--- src/rtl/frmbuf_wr_req.sv ---
// Frame-buffer write client: drains a FWFT line FIFO into DDR3 write bursts.
// Optional `FRMBUF_WR_PINGPONG_EN adds o_buf_sel and alternates frame bases.
module frmbuf_wr_req #(
  parameter int          P_BURST_LEN    = 32,
  parameter int          P_FRAME_WORDS  = 76800,
  parameter logic [26:0] P_BASE_ADDR    = 27'h0,
  parameter int          P_ADDR_STEP    = 8,
  parameter logic [26:0] P_FRAME_OFFSET = 27'h0100000
) (
  input  logic         i_ddr3_clk,
  input  logic         i_rst_n,
  input  logic         i_system_init,
  input  logic         i_frame_start,
  input  logic [9:0]   i_fifo_cnt,
  input  logic [255:0] i_fifo_data,
  output logic         o_fifo_rd,
  output logic         o_request,
  input  logic         i_response,
  output logic         o_bust_end,
  output logic [26:0]  o_req_addr,
  output logic         o_cmd_valid,
  output logic [2:0]   o_rdwr_cmd,
  output logic         o_wr_en,
  output logic [255:0] o_wr_data,
  input  logic         i_app_rdy,
  input  logic         i_app_wdf_rdy,
  output logic         o_frame_done,
`ifdef FRMBUF_WR_PINGPONG_EN
  output logic         o_buf_sel,
`endif
  output logic         o_busy
);

  localparam int BW = $clog2(P_BURST_LEN + 1);
  localparam int FW = $clog2(P_FRAME_WORDS + 1);

  typedef enum logic [2:0] {
    S_IDLE,
    S_WAIT,
    S_REQ,
    S_BURST,
    S_END
  } state_t;

  state_t        state_q, state_d;
  logic [FW-1:0] frame_cnt_q, frame_cnt_d;
  logic [BW-1:0] blen_q, blen_d;
  logic [BW-1:0] cmd_cnt_q, cmd_cnt_d;
  logic [BW-1:0] dat_cnt_q, dat_cnt_d;
  logic [26:0]   req_addr_q, req_addr_d;
  logic          request_q, request_d;
  logic          frame_done_q, frame_done_d;
  logic          buf_sel_q;

  logic [31:0]   rem;
  logic [31:0]   blen_calc;
  logic [31:0]   frame_sum;
  logic          thresh;
  logic [26:0]   frame_base;
  logic          in_burst;
  logic          wr_en;
  logic          cmd_valid;
  logic          cmd_acc;

`ifdef FRMBUF_WR_PINGPONG_EN
  logic buf_sel_d;

  // Flip the buffer select together with the frame-done pulse.
  always_comb begin
    buf_sel_d = buf_sel_q ^ frame_done_d;
  end

  // Buffer select register.
  always_ff @(posedge i_ddr3_clk or negedge i_rst_n) begin
    if (!i_rst_n) begin
      buf_sel_q <= 1'b0;
    end else begin
      buf_sel_q <= buf_sel_d;
    end
  end

  assign o_buf_sel = buf_sel_q;
`else
  assign buf_sel_q = 1'b0;
`endif

  // Burst sizing, threshold and handshake gating.
  always_comb begin
    rem       = 32'(P_FRAME_WORDS) - 32'(frame_cnt_q);
    blen_calc = (rem < 32'(P_BURST_LEN)) ? rem : 32'(P_BURST_LEN);
    thresh    = (32'(i_fifo_cnt) >= blen_calc);
    frame_sum = 32'(frame_cnt_q) + 32'(blen_q);
    frame_base = P_BASE_ADDR + (buf_sel_q ? P_FRAME_OFFSET : 27'h0);
    in_burst  = (state_q == S_BURST);
    wr_en     = in_burst & i_response & i_app_wdf_rdy &
                (dat_cnt_q < blen_q);
    cmd_valid = in_burst & i_response & (cmd_cnt_q < dat_cnt_q);
    cmd_acc   = cmd_valid & i_app_rdy;
  end

  // Next-state, counters and address update.
  always_comb begin
    state_d      = state_q;
    frame_cnt_d  = frame_cnt_q;
    blen_d       = blen_q;
    cmd_cnt_d    = cmd_cnt_q;
    dat_cnt_d    = dat_cnt_q;
    req_addr_d   = req_addr_q;
    frame_done_d = 1'b0;
    unique case (state_q)
      S_IDLE: begin
        if (i_frame_start) begin
          frame_cnt_d = '0;
          req_addr_d  = frame_base;
          state_d     = S_WAIT;
        end
      end
      S_WAIT: begin
        if (thresh) begin
          blen_d  = BW'(blen_calc);
          state_d = S_REQ;
        end
      end
      S_REQ: begin
        if (i_response) begin
          cmd_cnt_d = '0;
          dat_cnt_d = '0;
          state_d   = S_BURST;
        end
      end
      S_BURST: begin
        if (wr_en) begin
          dat_cnt_d = dat_cnt_q + BW'(1);
        end
        if (cmd_acc) begin
          cmd_cnt_d  = cmd_cnt_q + BW'(1);
          req_addr_d = req_addr_q + 27'(P_ADDR_STEP);
        end
        if ((cmd_cnt_q == blen_q) && (dat_cnt_q == blen_q)) begin
          state_d = S_END;
        end
      end
      S_END: begin
        frame_cnt_d = FW'(frame_sum);
        if (frame_sum == 32'(P_FRAME_WORDS)) begin
          frame_done_d = 1'b1;
          state_d      = S_IDLE;
        end else begin
          state_d = S_WAIT;
        end
      end
      default: begin
        state_d = S_IDLE;
      end
    endcase
    request_d = (state_d == S_REQ) | (state_d == S_BURST);
    if (!i_system_init) begin
      state_d      = S_IDLE;
      frame_cnt_d  = '0;
      blen_d       = '0;
      cmd_cnt_d    = '0;
      dat_cnt_d    = '0;
      req_addr_d   = P_BASE_ADDR;
      request_d    = 1'b0;
      frame_done_d = 1'b0;
    end
  end

  // State and counter registers.
  always_ff @(posedge i_ddr3_clk or negedge i_rst_n) begin
    if (!i_rst_n) begin
      state_q      <= S_IDLE;
      frame_cnt_q  <= '0;
      blen_q       <= '0;
      cmd_cnt_q    <= '0;
      dat_cnt_q    <= '0;
      req_addr_q   <= P_BASE_ADDR;
      request_q    <= 1'b0;
      frame_done_q <= 1'b0;
    end else begin
      state_q      <= state_d;
      frame_cnt_q  <= frame_cnt_d;
      blen_q       <= blen_d;
      cmd_cnt_q    <= cmd_cnt_d;
      dat_cnt_q    <= dat_cnt_d;
      req_addr_q   <= req_addr_d;
      request_q    <= request_d;
      frame_done_q <= frame_done_d;
    end
  end

  assign o_fifo_rd    = wr_en;
  assign o_wr_en      = wr_en;
  assign o_wr_data    = i_fifo_data;
  assign o_cmd_valid  = cmd_valid;
  assign o_req_addr   = req_addr_q;
  assign o_request    = request_q;
  assign o_rdwr_cmd   = 3'b000;
  assign o_bust_end   = (state_q == S_END);
  assign o_frame_done = frame_done_q;
  assign o_busy       = (state_q != S_IDLE);

endmodule

--- config.mk ---
export PLATFORM = sky130hd
export DESIGN_NAME = frmbuf_wr_req
export DESIGN_NICKNAME = d
export VERILOG_FILES = /design/src/rtl/frmbuf_wr_req.sv
export SDC_FILE = /design/constraint.sdc
export NUM_CORES = 1
export LEC_CHECK = 0
export ABC_CLOCK_PERIOD_IN_PS = 5100
export CAP_MARGIN = 20
export CORE_AREA = 2 2 223 225
export DETAILED_ROUTE_END_ITERATION = 16
export DIE_AREA = 0 0 225 227
export PLACE_DENSITY = 0.44
export SYNTH_ARGS = -nofsm -noshare
export SYNTH_HDL_FRONTEND = slang
export SYNTH_SLANG_ARGS = --single-unit
--- constraint.sdc ---
create_clock -name i_ddr3_clk -period 5.1 [get_ports i_ddr3_clk]
set_input_delay 0.765 -clock i_ddr3_clk [delete_from_list [all_inputs] [get_ports i_ddr3_clk]]
set_output_delay 0.765 -clock i_ddr3_clk [all_outputs]
set_load 0.01 [all_outputs]
==> run_results.csv, run 1 <==
group,metric,value,unit
timing,whs,0.541,ns
setup_path,cp-start-kind,"register",
floorplan,core_area,48500,µm²
setup_path,crit_chain,"inv_1 -> ha_1 -> nor3b_2 -> a41oi_1 -> nand2_1 -> mux2_2 -> nor4b_4 -> nand2_1 -> ha_1 -> nor4_1 -> o21ai_0 -> a31oi_1 -> o21ai_0 -> and2_1 -> o31ai_1 -> a22o_1",
cts,cts-root-buf,"clkbuf_16",
synthesis,yosys-top-cells-area,"buf_4, dfrtp_1, ha_1",
detailed_routing,final_antenna_net_count,0,
synthesis,syn-cell-area,6520,µm²
cells_and_area,area_delta_synth_final,-7.94,%
cts,cts_buffer_depth,2,
global_route,antenna_found_initial,0,
cts,cts_buffers,9,
cts,ctsResizeCount,0,
detailed_routing,vias_per_cell,3.68,
synthesis,synth_top_area_share,30.4,%
synthesis,synth_cells,798,
synthesis,seq_area_frac_synth,24.5,%
place,pre_cts_ws,0.854,ns
cts,clock_latency,0.35,ns
setup_path,critPathMaxFanout,12,
global_route,grt_pass1_wl,28000,µm
timing,finalMaxSlewViolations,0,
timing,timing.final.crit_share,83.6,%
setup_path,critical_path_class,"register to register",
floorplan,row_count,81,
global_route,grt_pass1_vias,4309,
detailed_routing,drt-initial-drc-count,301,
setup_path,crit_slowest_cell,"nor4b_4",
synthesis,synth_warnings,0,
cts,cts.htree.levels,3,
timing,slew_headroom,36.3,%
detailed_routing,via_count,4438,
synthesis,ys_seq_elements,64,
cts,hold_buffers,0,
cells_and_area,diodes,0,
floorplan,io_pins,566,
setup_path,critPathTopFamily,"simple AND/OR/NAND/NOR gates",
timing,fmax,235,MHz
timing,worst_pin_slew,0.946,ns
cts,postCtsSetupRepairBufs,0,
setup_path,path_buf_inv,1,
cts,cts_tree,"built",
setup_path,critical_path_required,5.38,ns
global_route,grt_max_degree,65,
synthesis,synth_edf_count,0,
setup_path,arrival,4.54,ns
min_path,worst_hold_path_type,"register to register",
timing,grt_setup_unrepaired,"false",
power,netSwitchingFraction,28.1,%
synthesis,ys_async_sr_fraction,100,%
power,p_int,892,µW
synthesis,yosysTopAreaCell,"buf_4",
place,dp_hpwl,14800,µm
place,portBuffers,47,
cells_and_area,final_layout_size_suffix_gt1_share,5.47,%
setup_path,end_kind,"register",
cts,cts_sinks,64,
run,drv_cap,0,
detailed_routing,drc,0,
cells_and_area,layout.nets,885,
synthesis,ys_types,61,
power,power_density,207,nW/µm²
floorplan,initial_utilization,13.4,%
floorplan,die_w,225,µm
global_route,grtUsageTotal,7.38,%
place,gp_congestion,0.751,
synthesis,syn_avg_cell_area,8.18,µm²
timing,worst_slack,0.839,ns
timing,min_period,4.26,ns
power,power_frac_seq,42.0,%
detailed_routing,dr.pass1.iters,4,
detailed_routing,drt-total-wl,19200,µm
detailed_routing,wl_per_cell,15.9,µm
power,power_switching,348,µW
setup_path,critPathMaxStageDelay,0.62,ns
synthesis,synthFlopType,"dfrtp_1",
cts,clkTransAtPathRegs,0.06,ns
global_route,grt_overflow,0,
power,combPwrFrac,8.8,%
floorplan,dieArea,51100,µm²
timing,finalSetupViolCount,0,
timing,hold_viol,0,
floorplan,die_y,227,µm
timing,finalClockSkew,0.0109,ns
run_status,outcome,"completed",
power,peakVddDrop,0.145,mV
power,leakagePower,2.23,nW
timing,fin_setup_tns,0,ns
power,pwr-share-clk,49.2,%
==> flip-flops by register name, summed over array words and instances, names as in the netlist <==
name / count
cmd_cnt_q: 6
blen_q: 6
dat_cnt_q: 6
o_request: 1
frame_cnt_q: 17
state_q: 3
o_frame_done: 1
o_req_addr: 24
==> metal layers <==
metal | share of wire (%) | track usage [%] | wire (µm)
met5 | 0 | 0 | 0
met4 | 5.3 | 4.87 | 1020
met3 | 11 | 3.32 | 2020
met2 | 45 | 11.2 | 8590
met1 | 39 | 8.40 | 7540
==> synthesized netlist by cell type, types with 2 or more instances <==
| master | count |
|---|---|
| a2111oi_0 | 2 |
| a211oi_2 | 2 |
| a21o_1 | 4 |
| a21oi_1 | 29 |
| a22o_1 | 5 |
| a31oi_1 | 6 |
| and2_1 | 10 |
| and3_1 | 7 |
| and3b_1 | 2 |
| and4_1 | 5 |
| buf_2 | 4 |
| buf_4 | 264 |
| buf_6 | 3 |
| clkbuf_1 | 15 |
| conb_1 | 2 |
| dfrtp_1 | 64 |
| ha_1 | 31 |
| inv_1 | 27 |
| mux2i_1 | 4 |
| nand2_1 | 53 |
| nand2b_1 | 5 |
| nand3_1 | 25 |
| nand4_1 | 9 |
| nor2_1 | 57 |
| nor2b_1 | 4 |
| nor3_1 | 7 |
| nor4_1 | 4 |
| nor4b_2 | 2 |
| o2111ai_1 | 5 |
| o211ai_1 | 8 |
| o21a_1 | 7 |
| o21ai_0 | 42 |
| o22ai_1 | 5 |
| o31ai_1 | 6 |
| o41ai_1 | 2 |
| or3_1 | 12 |
| or4_1 | 2 |
| xnor2_1 | 11 |
| xor2_1 | 24 |
==> path summary, 6_finish.rpt <==
path	startpoint	to	slack [ns]	cells past startpoint
worst max-delay path	frame_cnt_q[1]	state_q[0]	0.84	16
max in group asynchronous	i_rst_n	o_req_addr[12]	3.81	2
worst min-delay path	o_req_addr[11]	o_req_addr[11]	0.54	1
worst min register to register	o_req_addr[11]	o_req_addr[11]	0.54	1
min in group asynchronous	i_rst_n	frame_cnt_q[0]	0.63	2
worst max register to register	frame_cnt_q[1]	state_q[0]	0.84	16
==> metrics by stage <==
stage          cells  power, mW  instance area (µm²)  util [%]
2_1_floorplan    806      0.794                 6550         -
3_3_place_gp    1191      0.642                 5720      11.8
3_5_place_dp    1191      0.643                 5720      11.8
4_1_cts         1207       1.27                 6010      12.4
5_1_grt         1207       1.30                 6010      12.4
6_report        1207       1.24                 6010      12.4
==> worst register-to-register path, cell delays in order (launching register included) <==
cell	delay [ns]
dfrtp_1	0.42
inv_1	0.14
ha_1	0.19
nor3b_2	0.38
a41oi_1	0.22
nand2_1	0.12
mux2_2	0.35
nor4b_4	0.62
nand2_1	0.15
ha_1	0.24
nor4_1	0.26
o21ai_0	0.13
a31oi_1	0.17
o21ai_0	0.18
and2_1	0.23
o31ai_1	0.24
a22o_1	0.18
==> kinds of logic (layout without fill, tap and decap cells) <==
kind of cell | after synthesis | after routing | synth area share, %
XOR/XNOR | 35 | 35 | 4.70
flip-flops | 64 | 64 | 24.5
AO/OA/AOI/OAI | 133 | 133 | 12.9
other | 2 | 10 | 0.115
adder cells (fa/ha/maj) | 32 | 32 | 6.25
multiplexers | 5 | 5 | 0.786
buffers and inverters | 314 | 93 | 33.7
AND/OR/NAND/NOR | 213 | 213 | 17.0
==> power by group through the flow <==
stage,clock (mW),sequential (mW),combinational (mW)
floorplan,0,0.523,0.271
detailed placement,0,0.530,0.112
finish,0.610,0.520,0.109
CTS,0.637,0.521,0.113
global placement,0,0.530,0.112
global route,0.652,0.521,0.125
==> cell usage in the layout (no fill, tap or decap), types with 5 or more instances in the layout <==
master and instances:
dfrtp_1 64, nor2_1 57, nand2_1 53, clkdlybuf4s50_1 46, o21ai_0 42, ha_1 31
a21oi_1 29, inv_1 27, nand3_1 25, xor2_1 24, or3_1 12, xnor2_1 11
and2_1 10, conb_1 10, nand4_1 9, clkbuf_16 9, o211ai_1 8, nor3_1 7
o21a_1 7, and3_1 7, a31oi_1 6, o31ai_1 6, nand2b_1 5, o22ai_1 5
a22o_1 5, and4_1 5, o2111ai_1 5
==> final cells by class <==
cell class              count  area, µm²
clock buffers              10        239
clock inverters             6       43.8
fillers                  5518      42500
inverters                  27        101
multi-input cells         428       2750
flip-flops and latches     64       1600
well taps                 622        778
repair buffers             50        488
Note: power is estimated with default switching activity, not from simulation.
==> run 2, diff against run 1 <==
Settings changed: ABC_CLOCK_PERIOD_IN_PS 5100 to 4200.
Clock period 5.1 ns to 4.2 ns, I/O delays scaled along.
==> run 2 against run 1 <==
Compared with the run above:
- first-iteration DRC count decreased by 24%
- combinational power is 24% higher
- power up 32%
- final area grew 1.9%
- clock skew grew 0.0016 ns
- register-to-register slack worse by 0.40 ns
- worst setup slack worse by 0.40 ns
- routed wire length grew 1.0%
- sequential share of layout area shrank 0.50 points
- critical path depth increased by 1
- critical path type unchanged
==> run_results.csv, run 2 (synthesized netlist as in run 1, its figures left out) <==
group,metric,value,unit
setup_path,worstSetupStartpoint,"frame_cnt_q[1]",
place,dp_hpwl,15200,µm
cells_and_area,layout.cells.non_filler,1215,
timing,slew_headroom,43.1,%
power,peakVddDrop,0.170,mV
setup_path,arrival,4.06,ns
power,power_density,268,nW/µm²
place,pre_cts_ws,0.171,ns
global_route,grt_overflow,0,
setup_path,critical_path_class,"register to register",
cells_and_area,final_layout_size_suffix_gt1_share,6.75,%
min_path,worst_hold_path_type,"primary input to asynchronous set/reset pin",
place,dp.cells,1196,
timing,finalSetupViolCount,0,
run_status,outcome,"completed",
cts,cts_buffer_depth,2,
floorplan,dieArea,51100,µm²
setup_path,end_kind,"register",
detailed_routing,dr.pass1.iters,4,
run,drv_cap,0,
setup_path,cp-start-kind,"register",
cells_and_area,final_cell_mix,"dfrtp_1, nor2_1, nand2_1",
floorplan,initial_utilization,13.4,%
detailed_routing,drt-initial-drc-count,228,
timing,whs,0.307,ns
cells_and_area,diodes,0,
timing,min_period,3.76,ns
cells_and_area,utilization,12.6,%
power,p_total,1.64,mW
setup_path,r2r_cells,17,
detailed_routing,via_count,4501,
timing,grt_setup_unrepaired,"false",
setup_path,crit_end,"state_q[0]",
cts,hold_buffers,0,
global_route,grt_pass1_vias,4418,
detailed_routing,wl_per_cell,15.9,µm
floorplan,row_count,81,
place,portBuffers,47,
setup_path,timing.rr.end,"state_q[0]",
cells_and_area,fin_area,6120,µm²
power,leakagePower,2.30,nW
global_route,grt_max_degree,36,
place,gp_congestion,0.782,
timing,finalClockSkew,0.0126,ns
setup_path,rr_startpoint,"frame_cnt_q[1]",
cells_and_area,num-fill-cells,5509,
detailed_routing,drc,0,
place,place_area,5760,µm²
cts,clock_latency,0.36,ns
cells_and_area,layout.nets,893,
global_route,grtUsageTotal,7.58,%
detailed_routing,final_antenna_net_count,0,
cts,cts_buffers,9,
floorplan,io_pins,566,
global_route,grt_pass1_wl,28300,µm
timing,finalMaxSlewViolations,0,
cts,cts.htree.levels,3,
cts,clkTransAtPathRegs,0.06,ns
floorplan,die_y,227,µm
cts,cts_sinks,64,
cells_and_area,multi_input_area,2750,µm²
setup_path,r2r_setup_slack,0.44,ns
setup_path,critPathMaxFanout,4,
floorplan,core_area,48500,µm²
setup_path,critical_path_required,4.49,ns
detailed_routing,drt-total-wl,19400,µm
cts,cts_tree,"built",
timing,worst_slack,0.438,ns
timing,timing.final.crit_share,89.6,%
timing,hold_viol,0,
global_route,antenna_found_initial,0,
timing,fmax,266,MHz
cts,cts-root-buf,"clkbuf_16",
cells_and_area,largest_reg_flops,24,
floorplan,die_w,225,µm
timing,worst_pin_slew,0.845,ns
detailed_routing,vias_per_cell,3.70,
timing,fin_setup_tns,0,ns
cells_and_area,final_common_cell,"dfrtp_1",
cells_and_area,area_delta_synth_final,-6.18,%
cells_and_area,regArea,1600,µm²
[run 2: area by class of cell]
class                   count  share of cell area [%]
inverters                  27                    1.66
flip-flops and latches     64                    26.2
clock inverters             5                    1.39
well taps                 622                    12.7
multi-input cells         428                    45.0
clock buffers              11                    4.13
repair buffers             58                    8.95
[run 2: layer usage]
metal / routed length [µm] / share of wire, % / track usage, %
met5: 0 / 0 / 0
met2: 8700 / 45 / 11.3
met3: 2140 / 11 / 4.19
met4: 1190 / 6.1 / 5.51
met1: 7340 / 38 / 8.07
[run 2: worst min path at each step]
| stage | endpoint | cells past startpoint |
|---|---|---|
| 6_report | blen_q[4] | 1 |
| 5_1_grt | blen_q[5] | 1 |
| 4_1_cts | state_q[1] | 1 |
| 3_5_place_dp | dat_cnt_q[0] | 1 |
| 3_3_place_gp | o_req_addr[11] | 1 |
| 2_1_floorplan | blen_q[0] | 0 |
[run 2: power by group]
part / leakage, nW / total, mW / internal (mW) / switching, mW
clock network: 0.163 / 0.872 / 0.556 / 0.316
registers: 0.892 / 0.632 / 0.621 / 0.0111
logic: 1.24 / 0.135 / 0.0467 / 0.0888
[run 2: critical path, cell delays in order, from the launching register on]
cell and delay [ns]:
dfrtp_1 0.42, inv_1 0.14, ha_1 0.19, nor3b_2 0.21
a41oi_1 0.18, nand2_1 0.12, mux2_2 0.36, nor4b_4 0.33
buf_4 0.18, nand2_1 0.05, ha_1 0.20, nor4_1 0.20
o21ai_0 0.12, a31oi_1 0.17, o21ai_0 0.18, and2_1 0.23
o31ai_1 0.23, a22o_1 0.18
[run 2: repair_timing]
item	in CTS	in global routing
buffers inserted	0	3
setup endpoints to repair	0	9
endpoints found under the hold margin	0	0
resized for setup	0	0
